File: src/rtl/game_flow_ctrl.sv
// Game sequencer for the VGA maze: lives/level bookkeeping, screen selection and respawn/life-lost events.
// Optional scare overlay on a final-level collision is enabled by defining SCARE_SCREEN_EN.
module game_flow_ctrl #(
  parameter int LIVES        = 3,
  parameter int LEVELS       = 3,
  parameter int HIT_FRAMES   = 60,
  parameter int SCARE_FRAMES = 120
) (
  input  logic       clk,
  input  logic       reset,
  input  logic       frame_tick,
  input  logic       start_btn,
  input  logic       collision,
  input  logic       goal_reached,
  output logic [2:0] state,
  output logic [1:0] lives,
  output logic [1:0] level,
  output logic [1:0] screen_sel,
  output logic       life_lost,
  output logic       respawn,
  output logic       scare_on
);

  typedef enum logic [2:0] {
    S_IDLE  = 3'd0,
    S_PLAY  = 3'd1,
    S_HIT   = 3'd2,
    S_NEXT  = 3'd3,
    S_OVER  = 3'd4,
`ifdef SCARE_SCREEN_EN
    S_WIN   = 3'd5,
    S_SCARE = 3'd6
`else
    S_WIN   = 3'd5
`endif
  } state_t;

  localparam logic [1:0] LIVES_INIT = 2'(LIVES);
  localparam logic [1:0] LAST_LEVEL = 2'(LEVELS - 1);
  localparam logic [7:0] HIT_LAST   = 8'(HIT_FRAMES - 1);
`ifdef SCARE_SCREEN_EN
  localparam logic [7:0] SCARE_LAST = 8'(SCARE_FRAMES - 1);
`endif

  state_t     cur, nxt;
  logic [7:0] frame_cnt, cnt_n;
  logic [1:0] lives_n, level_n, screen_n;
  logic       life_lost_n, respawn_n, scare_n;
  logic       start_q, start_rise;

  assign start_rise = start_btn & ~start_q;
  assign state      = cur;

  always_ff @(posedge clk or posedge reset) begin
    if (reset) begin
      cur        <= S_IDLE;
      lives      <= LIVES_INIT;
      level      <= 2'd0;
      screen_sel <= 2'd0;
      life_lost  <= 1'b0;
      respawn    <= 1'b0;
      scare_on   <= 1'b0;
      frame_cnt  <= 8'd0;
      start_q    <= 1'b0;
    end else begin
      cur        <= nxt;
      lives      <= lives_n;
      level      <= level_n;
      screen_sel <= screen_n;
      life_lost  <= life_lost_n;
      respawn    <= respawn_n;
      scare_on   <= scare_n;
      frame_cnt  <= cnt_n;
      start_q    <= start_btn;
    end
  end

  // PLAY keeps the frame counter cleared so every timed state starts counting from zero,
  // and a tick on the entry edge is never counted.
  always_comb begin
    nxt         = cur;
    lives_n     = lives;
    level_n     = level;
    life_lost_n = 1'b0;
    respawn_n   = 1'b0;
    cnt_n       = frame_cnt;
    case (cur)
      S_IDLE: begin
        if (start_rise) begin
          nxt       = S_PLAY;
          lives_n   = LIVES_INIT;
          level_n   = 2'd0;
          respawn_n = 1'b1;
        end
      end
      S_PLAY: begin
        cnt_n = 8'd0;
        if (collision) begin
          life_lost_n = 1'b1;
`ifdef SCARE_SCREEN_EN
          if (level == LAST_LEVEL) begin
            nxt     = S_SCARE;
            lives_n = (lives == 2'd0) ? 2'd0 : lives - 2'd1;
          end else
`endif
          if (lives <= 2'd1) begin
            nxt     = S_OVER;
            lives_n = 2'd0;
          end else begin
            nxt     = S_HIT;
            lives_n = lives - 2'd1;
          end
        end else if (goal_reached) begin
          if (level >= LAST_LEVEL) begin
            nxt = S_WIN;
          end else begin
            nxt     = S_NEXT;
            level_n = level + 2'd1;
          end
        end
      end
      S_HIT, S_NEXT: begin
        if (frame_tick) begin
          if (frame_cnt == HIT_LAST) begin
            nxt       = S_PLAY;
            respawn_n = 1'b1;
            cnt_n     = 8'd0;
          end else begin
            cnt_n = frame_cnt + 8'd1;
          end
        end
      end
`ifdef SCARE_SCREEN_EN
      // The life was already charged on entry, so leaving SCARE raises no second pulse.
      S_SCARE: begin
        if (frame_tick) begin
          if (frame_cnt == SCARE_LAST) begin
            nxt     = S_OVER;
            lives_n = 2'd0;
            cnt_n   = 8'd0;
          end else begin
            cnt_n = frame_cnt + 8'd1;
          end
        end
      end
`endif
      S_OVER, S_WIN: begin
        if (start_rise) nxt = S_IDLE;
      end
      default: nxt = S_IDLE;
    endcase
  end

  always_comb begin
    screen_n = 2'd1;
    scare_n  = 1'b0;
    case (nxt)
      S_IDLE:  screen_n = 2'd0;
      S_OVER:  screen_n = 2'd2;
      S_WIN:   screen_n = 2'd3;
      default: screen_n = 2'd1;
    endcase
`ifdef SCARE_SCREEN_EN
    scare_n = (nxt == S_SCARE);
`endif
  end

endmodule

File: config.mk
export PLATFORM = sky130hd
export DESIGN_NAME = game_flow_ctrl
export DESIGN_NICKNAME = d
export VERILOG_FILES = /design/src/rtl/game_flow_ctrl.sv
export SDC_FILE = /design/constraint.sdc
export NUM_CORES = 1
export LEC_CHECK = 0
export BUFFER_PORTS_ARGS = -buffer_cell sky130_fd_sc_hd__buf_2
export CORE_MARGIN = 3
export CORE_UTILIZATION = 40
export DETAILED_ROUTE_END_ITERATION = 10
export SETUP_SLACK_MARGIN = 0.3
export SKIP_LAST_GASP = 1
export SYNTH_ARGS = -nofsm -noshare
export SYNTH_HDL_FRONTEND = slang
export SYNTH_SLANG_ARGS = --single-unit
File: constraint.sdc
create_clock -name clk -period 1.4 [get_ports clk]
set_input_delay 0.21 -clock clk [delete_from_list [all_inputs] [get_ports clk]]
set_output_delay 0.21 -clock clk [all_outputs]
set_load 0.05 [all_outputs]
==> run metrics, run 1 <==
Critical Path AT=1.60 ns; Syn. warnings=0; diode count=0; status=completed; Worst EP required=1.61 ns; crit path capture type=flip-flop; commonest non-fill, non-tap cells in the layout=24 x buf_4, 13 x dfrtp_1, 10 x buf_6; Tot GR Track Use=17.16%; xor/xnor share of the synthesized area=5.455%; Yosys top cell by area=dfrtp_1; Initial DRT Pass Iterations=4; largest net degree at the start of global routing=13; worst-skew pair later-pin latency=0.31 ns; CTS root buffer=clkbuf_4; leading post-synthesis cells by cell area=dfrtp_1 47%, dfstp_2 5.5%, xnor2_1 5.5%; Die Span X=55.08 um; Crit Path Max Fanout=6; Final period util=99.17%; Synth Area in Adders=2.597%; met3 wire len=87 um; Reg2Reg Setup Slack=0.01 ns; Synth Flop Type=dfrtp_1; largest family of logic cells by synthesized area=simple AND/OR/NAND/NOR gates; ANT nets after route=0; Hold Crit Class=primary input to flip-flop; Final Hold Fails=0; Post-Synth Simple-Gate Area=25.84%; Vias=868; slowest stage cell, crit path=dfrtp_2; CP bufs+invs=0; CTS tree=done; most common cell after layout, fill and taps aside=buf_4; max_cap viols=0; gpl congestion=0.8170; initial DRC count=11; die height=55.08 um; cell leakage power=0.7017 nW; port bufs=16; Setup WS post-layout=0.01161 ns; per-cell routed wire length=13.52 um; Layout Nets=152; Startpoint Class=flip-flop; CTS buffer count=3; initial core utilization=42.73%; die area=3033 um^2; Synth Cell Area=963.4 um^2; Setup CP Type=flip-flop to flip-flop; mux share of post-synthesis cell area=2.468%; first-pass GRT wire length=3.567 mm; # setup viols final=0; worst-path cell chain=nand4b_1, nor4b_4, xnor2_1, nor2_1; DRC viols=0; part of the Yosys area used for sequential elements=52.21%; biggest cell delay along the critical path=0.47 ns; layout cells sized above 1=55.94%; Layout area overhead=62.34%; minimum clock period after layout=1.388 ns; Longest Clk Path Bufs=2; Synth Area in Compound Gates=7.922%; I/O Pins=18; metal2 WL=1.102 mm; Top Metal Used=met4; Synth cell types=30; Yosys top cell area share=46.75%; Overflow after GRT=0; Mapped Nets=105; area of the core=2255 um^2; detailed placement HPWL=1.453 mm; CTS Sinks=20; Post-Place Worst Slack=-0.08051 ns; clk slew on worst S/H paths=0.12 ns; Clock Skews=0.008193 ns; final wirelength=2.312 mm; H-tree depth=1; delay-heaviest family, CP=simple AND/OR/NAND/NOR gates; PD cells=1081 nW/um^2; RSZ-0062 raised after global routing=true; Post-synth EDFFs=0; max-slew violation count=0; Synth Instances=97; total power draw=1.691 mW; ys async rst share=100.0%; Worst VDD drop=0.6733 mV; Max Freq=720.3 MHz; initial antenna violation count=0; vias in the first global route=808; Synth Register Bits=20; M1 WL=1.066 mm; number of cell rows=17; syn_area_per_cell=9.932 um^2; Vias/cell=5.076; setup TNS=0 ns
==> routing by layer <==
| layer | GRT usage [%] | vias to the layer above |
|---|---|---|
| li1 | - | 428 |
| met1 | 21.63 | 412 |
| met2 | 27.36 | 22 |
| met3 | 3.217 | 6 |
| met4 | 9.717 | 0 |
| met5 | 0 | - |
==> where the power goes <==
group / switching [mW] / internal (mW)
Clock: 0.190 / 0.159
Sequential: 0.0918 / 0.674
Combinational: 0.272 / 0.305
==> cell type report <==
class / instances / area, um^2
clock buffers: 4 / 36.28
fillers: 172 / 690.7
inverters: 5 / 18.77
multi-input cells: 70 / 574.3
flip-flops and latches: 20 / 511.7
well taps: 28 / 35.03
repair buffers: 44 / 387.9
==> final timing paths <==
kind / start / to / depth (start not counted)
hold / removal: start_btn / start_q / 1
setup reg to reg: state[2] / frame_cnt[7] / 4
min in group asynchronous: reset / level[0] / 3
hold reg to reg: level[0] / level[0] / 1
setup / recovery: state[2] / frame_cnt[7] / 4
max in group asynchronous: reset / frame_cnt[1] / 4
==> sequential cells by signal, summed over array words and instances (netlist names) <==
signal	flops
life_lost	1
lives	2
level	2
respawn	1
frame_cnt	8
screen_sel	2
start_q	1
state	3
==> what timing repair did <==
action                     4_1_cts  5_1_grt
setup buffers                    5       11
setup endpoints to repair       30       30
gates resized for setup         34       19
hold endpoints to repair         9        0
pin swaps                        8       10
hold buffers                     1        0
==> cells in the mapped netlist, drive strengths merged, types with 2 or more instances <==
master / number
dfrtp: 18
and3: 2
nand2b: 3
dfstp: 2
xnor2: 6
nor3b: 2
o21ai: 10
a21oi: 4
nor3: 4
nor4b: 3
inv: 5
nand2: 11
mux2i: 2
nand3: 4
nor2: 8
ha: 2
nand3b: 2
==> through the flow <==
stage	hold slack [ns]	cell area (um^2)	instances	utilization [%]
global route	0.02439	1564	171	69.37
floorplan	0.1721	1027	97	-
CTS	0.03115	1416	160	62.82
detailed placement	0.2413	1204	150	53.39
finish	0.05005	1564	171	69.37
global placement	0.2292	1204	150	53.39
==> kinds of logic (layout without fill, tap and decap cells) <==
| kind of cell | Yosys count | after routing |
|---|---|---|
| compound gates | 15 | 15 |
| xor+xnor | 6 | 6 |
| fa+ha+maj | 2 | 2 |
| buf+inv | 7 | 53 |
| flops | 20 | 20 |
| mux | 2 | 2 |
| other cells | 1 | 1 |
| simple gates | 44 | 44 |
Note: power is estimated with default switching activity, not from simulation.
==> inputs of run 2 (changes only) <==
--- a/config.mk
+++ b/config.mk
@@ -6,9 +6,13 @@
 export NUM_CORES = 1
 export LEC_CHECK = 0
 export BUFFER_PORTS_ARGS = -buffer_cell sky130_fd_sc_hd__buf_2
+export CELL_PAD_IN_SITES_DETAIL_PLACEMENT = 0
+export CELL_PAD_IN_SITES_GLOBAL_PLACEMENT = 1
+export CORE_ASPECT_RATIO = 0.5
 export CORE_MARGIN = 3
-export CORE_UTILIZATION = 40
+export CORE_UTILIZATION = 36
 export DETAILED_ROUTE_END_ITERATION = 10
+export PLACE_DENSITY_LB_ADDON = 0.1
 export SETUP_SLACK_MARGIN = 0.3
 export SKIP_LAST_GASP = 1
 export SYNTH_ARGS = -nofsm -noshare
==> run 2 against run 1 <==
The run now ends with setup timing left. Sequential cell count did not move. Register-to-register slack hardly changed. Hold slack improved by 0.059 ns. Die area grew 11%. Global-route usage is 2.0 points lower. Cell count rose by 0.58%. Worst setup slack got worse by 0.014 ns. Non-clock buffer count fell by 6. Clock skew down 0.0057 ns. Total power up 7.7%. Utilization decreased by 2.9 points. Cell area up 0.80%. Critical path type unchanged. Largest power group unchanged. Highest routed layer unchanged.
==> run metrics, run 2 (synthesis results as in run 1) <==
H-tree depth=1 (unchanged); Die Span X=79.16 um (+44%); commonest non-fill, non-tap cells in the layout=13 x dfrtp_1, 12 x buf_4, 10 x buf_6; Tot GR Track Use=15.15% (-2.0 points); initial DRC count=30 (+19); FF-to-FF path depth=4 (unchanged); Layout Cells excl Fill=172 (+0.58%); Min-Delay Startpoint=start_btn; Worst VDD drop=0.8351 mV (+24%); largest net degree at the start of global routing=16 (+3); max_cap viols=0 (unchanged); slowest stage cell, crit path=dfrtp_4; port bufs=16 (unchanged); layout cells sized above 1=56.93% (+0.99 points); RSZ-0062 raised after global routing=true; Final period util=100.1% (+0.97 points); diode count=0 (unchanged); Layout Nets=146 (-3.9%); Max Freq=713.3 MHz (-0.97%); Hold EP=start_q; Worst EP required=1.55 ns (-0.06 ns); Reg2Reg Setup Slack=-0.002 ns (about the same); clk slew on worst S/H paths=0.07 ns (-0.05 ns); number of flip-flops in the largest register=8 (unchanged); detailed placement HPWL=1.586 mm (+9.2%); Setup WS post-layout=-0.001924 ns (-0.01353 ns); Initial DRT Pass Iterations=4 (unchanged); final wirelength=2.435 mm (+5.3%); CP bufs+invs=0 (unchanged); Setup CP Type=flip-flop to flip-flop; most common cell after layout, fill and taps aside=dfrtp_1; I/O Pins=18 (unchanged); vias in the first global route=835 (+3.3%); ANT nets after route=0 (unchanged); die area=3371 um^2 (+11%); dpl cells=155 (+3.3%); Longest Clk Path Bufs=2 (unchanged); delay-heaviest family, CP=flip-flops; Post-Place Worst Slack=-0.08889 ns (-0.008381 ns); crit path capture type=flip-flop; DRC viols=0 (unchanged); worst-skew pair later-pin latency=0.26 ns (-0.05 ns); gpl congestion=0.7842 (-4.0%); Vias=848 (-2.3%); status=finished with violations; Hold Path Stages=1 (unchanged); Critical Path AT=1.55 ns (-0.05 ns); Crit Path Max Fanout=7 (+1); number of cell rows=12 (-5); worst r2r src=state[1]; Clock Skews=0.002453 ns (-0.005740 ns); first-pass GRT wire length=3.884 mm (+8.9%); CTS Sinks=20 (unchanged); per-cell routed wire length=14.16 um (+4.7%); CTS root buffer=clkbuf_8; worst-path cell chain=mux2i_4, nor4b_2, xnor2_1, nor2_1; area of the core=2372 um^2 (+5.2%); biggest cell delay along the critical path=0.52 ns (+0.05 ns); minimum clock period after layout=1.402 ns (+0.01353 ns); CTS tree=done; Top reg by flops=frame_cnt; die height=42.58 um (-23%); Hold Crit Class=primary input to flip-flop; Overflow after GRT=0 (unchanged); cell leakage power=0.6838 nW (-2.6%); Startpoint Class=flip-flop; r2r endpoint=frame_cnt[7]; Final Hold Fails=0 (unchanged); max-slew violation count=0 (unchanged); initial antenna violation count=0 (unchanged); CTS buffer count=3 (unchanged); Vias/cell=4.930 (-2.9%); PD cells=1156 nW/um^2 (+6.9%); Layout area overhead=63.64%; initial core utilization=40.61% (-2.1 points); failing checks=setup timing; Fill cells=202 (+17%); # setup viols final=1 (+1)
run 2: changes by cell type in the layout (fill, tap and decap cells not counted), moves of 2 or more:
cell,previous run,this run
inv_4,0,2
clkbuf_8,1,4
inv_2,3,1
buf_8,4,6
o21ai_2,2,5
o21ai_1,7,5
nand2b_1,2,0
nor3_1,2,4
nand2b_4,1,3
nor3_2,2,0
buf_2,5,9
buf_4,24,12
clkbuf_4,3,0
run 2: worst max-delay path by stage:
stage	from	end	slack, ns	cells after the start
floorplan	state[2]	frame_cnt[7]	-0.07	5
global placement	state[1]	frame_cnt[7]	-0.01	4
detailed placement	frame_cnt[1]	state[0]	-0.09	5
CTS	state[1]	frame_cnt[7]	0.02	4
global route	state[1]	frame_cnt[6]	-0.06	5
finish	state[1]	frame_cnt[7]	-0.002	4
run 2: per-stage QoR:
step                      utilization (%)  setup TNS [ns]  hold WS (ns)  instance area [um^2]  total power, mW
after floorplan                         -         -0.3744        0.1721                  1027            1.035
after global placement              50.47        -0.04164        0.1190                  1197            1.186
after detailed placement            50.47         -0.5691        0.1325                  1197            1.204
after CTS                           59.81               0        0.1011                  1419            1.762
after global routing                66.46         -0.2708       0.09923                  1577            1.921
final                               66.46       -0.001924        0.1088                  1577            1.822
run 2: timing repair:
action                                  CTS  global route
setup buffers                             5             7
resized for setup                        32            28
endpoints found under the setup margin   26            26
pin swaps                                11            12
hold buffers                              1             0
hold endpoints to repair                  3             0
run 2: per-layer routing:
metal / up-vias / routed length, um / track usage, %
li1: 413 / - / -
met1: 417 / 1030 / 18.15
met2: 16 / 1279 / 26.76
met3: 2 / 112 / 4.506
met4: 0 / 12 / 3.767
met5: - / 0 / 0
run 2: cell type report:
| type | instances | area (um^2) | area share (%) |
|---|---|---|---|
| Inverter | 5 | 23.77 | 1.508 |
| Sequential cell | 20 | 511.7 | 32.46 |
| Timing Repair Buffer | 38 | 347.8 | 22.06 |
| Clock buffer | 4 | 55.05 | 3.492 |
| Tap cell | 35 | 43.79 | 2.778 |
| Multi-Input combinational cell | 70 | 594.3 | 37.70 |
run 2: report_power, final:
| group | internal, mW | switching [mW] | total [mW] |
|---|---|---|---|
| registers | 0.675 | 0.109 | 0.784 |
| clock network | 0.250 | 0.188 | 0.438 |
| logic | 0.308 | 0.292 | 0.599 |
| total | 1.23 | 0.589 | 1.82 |
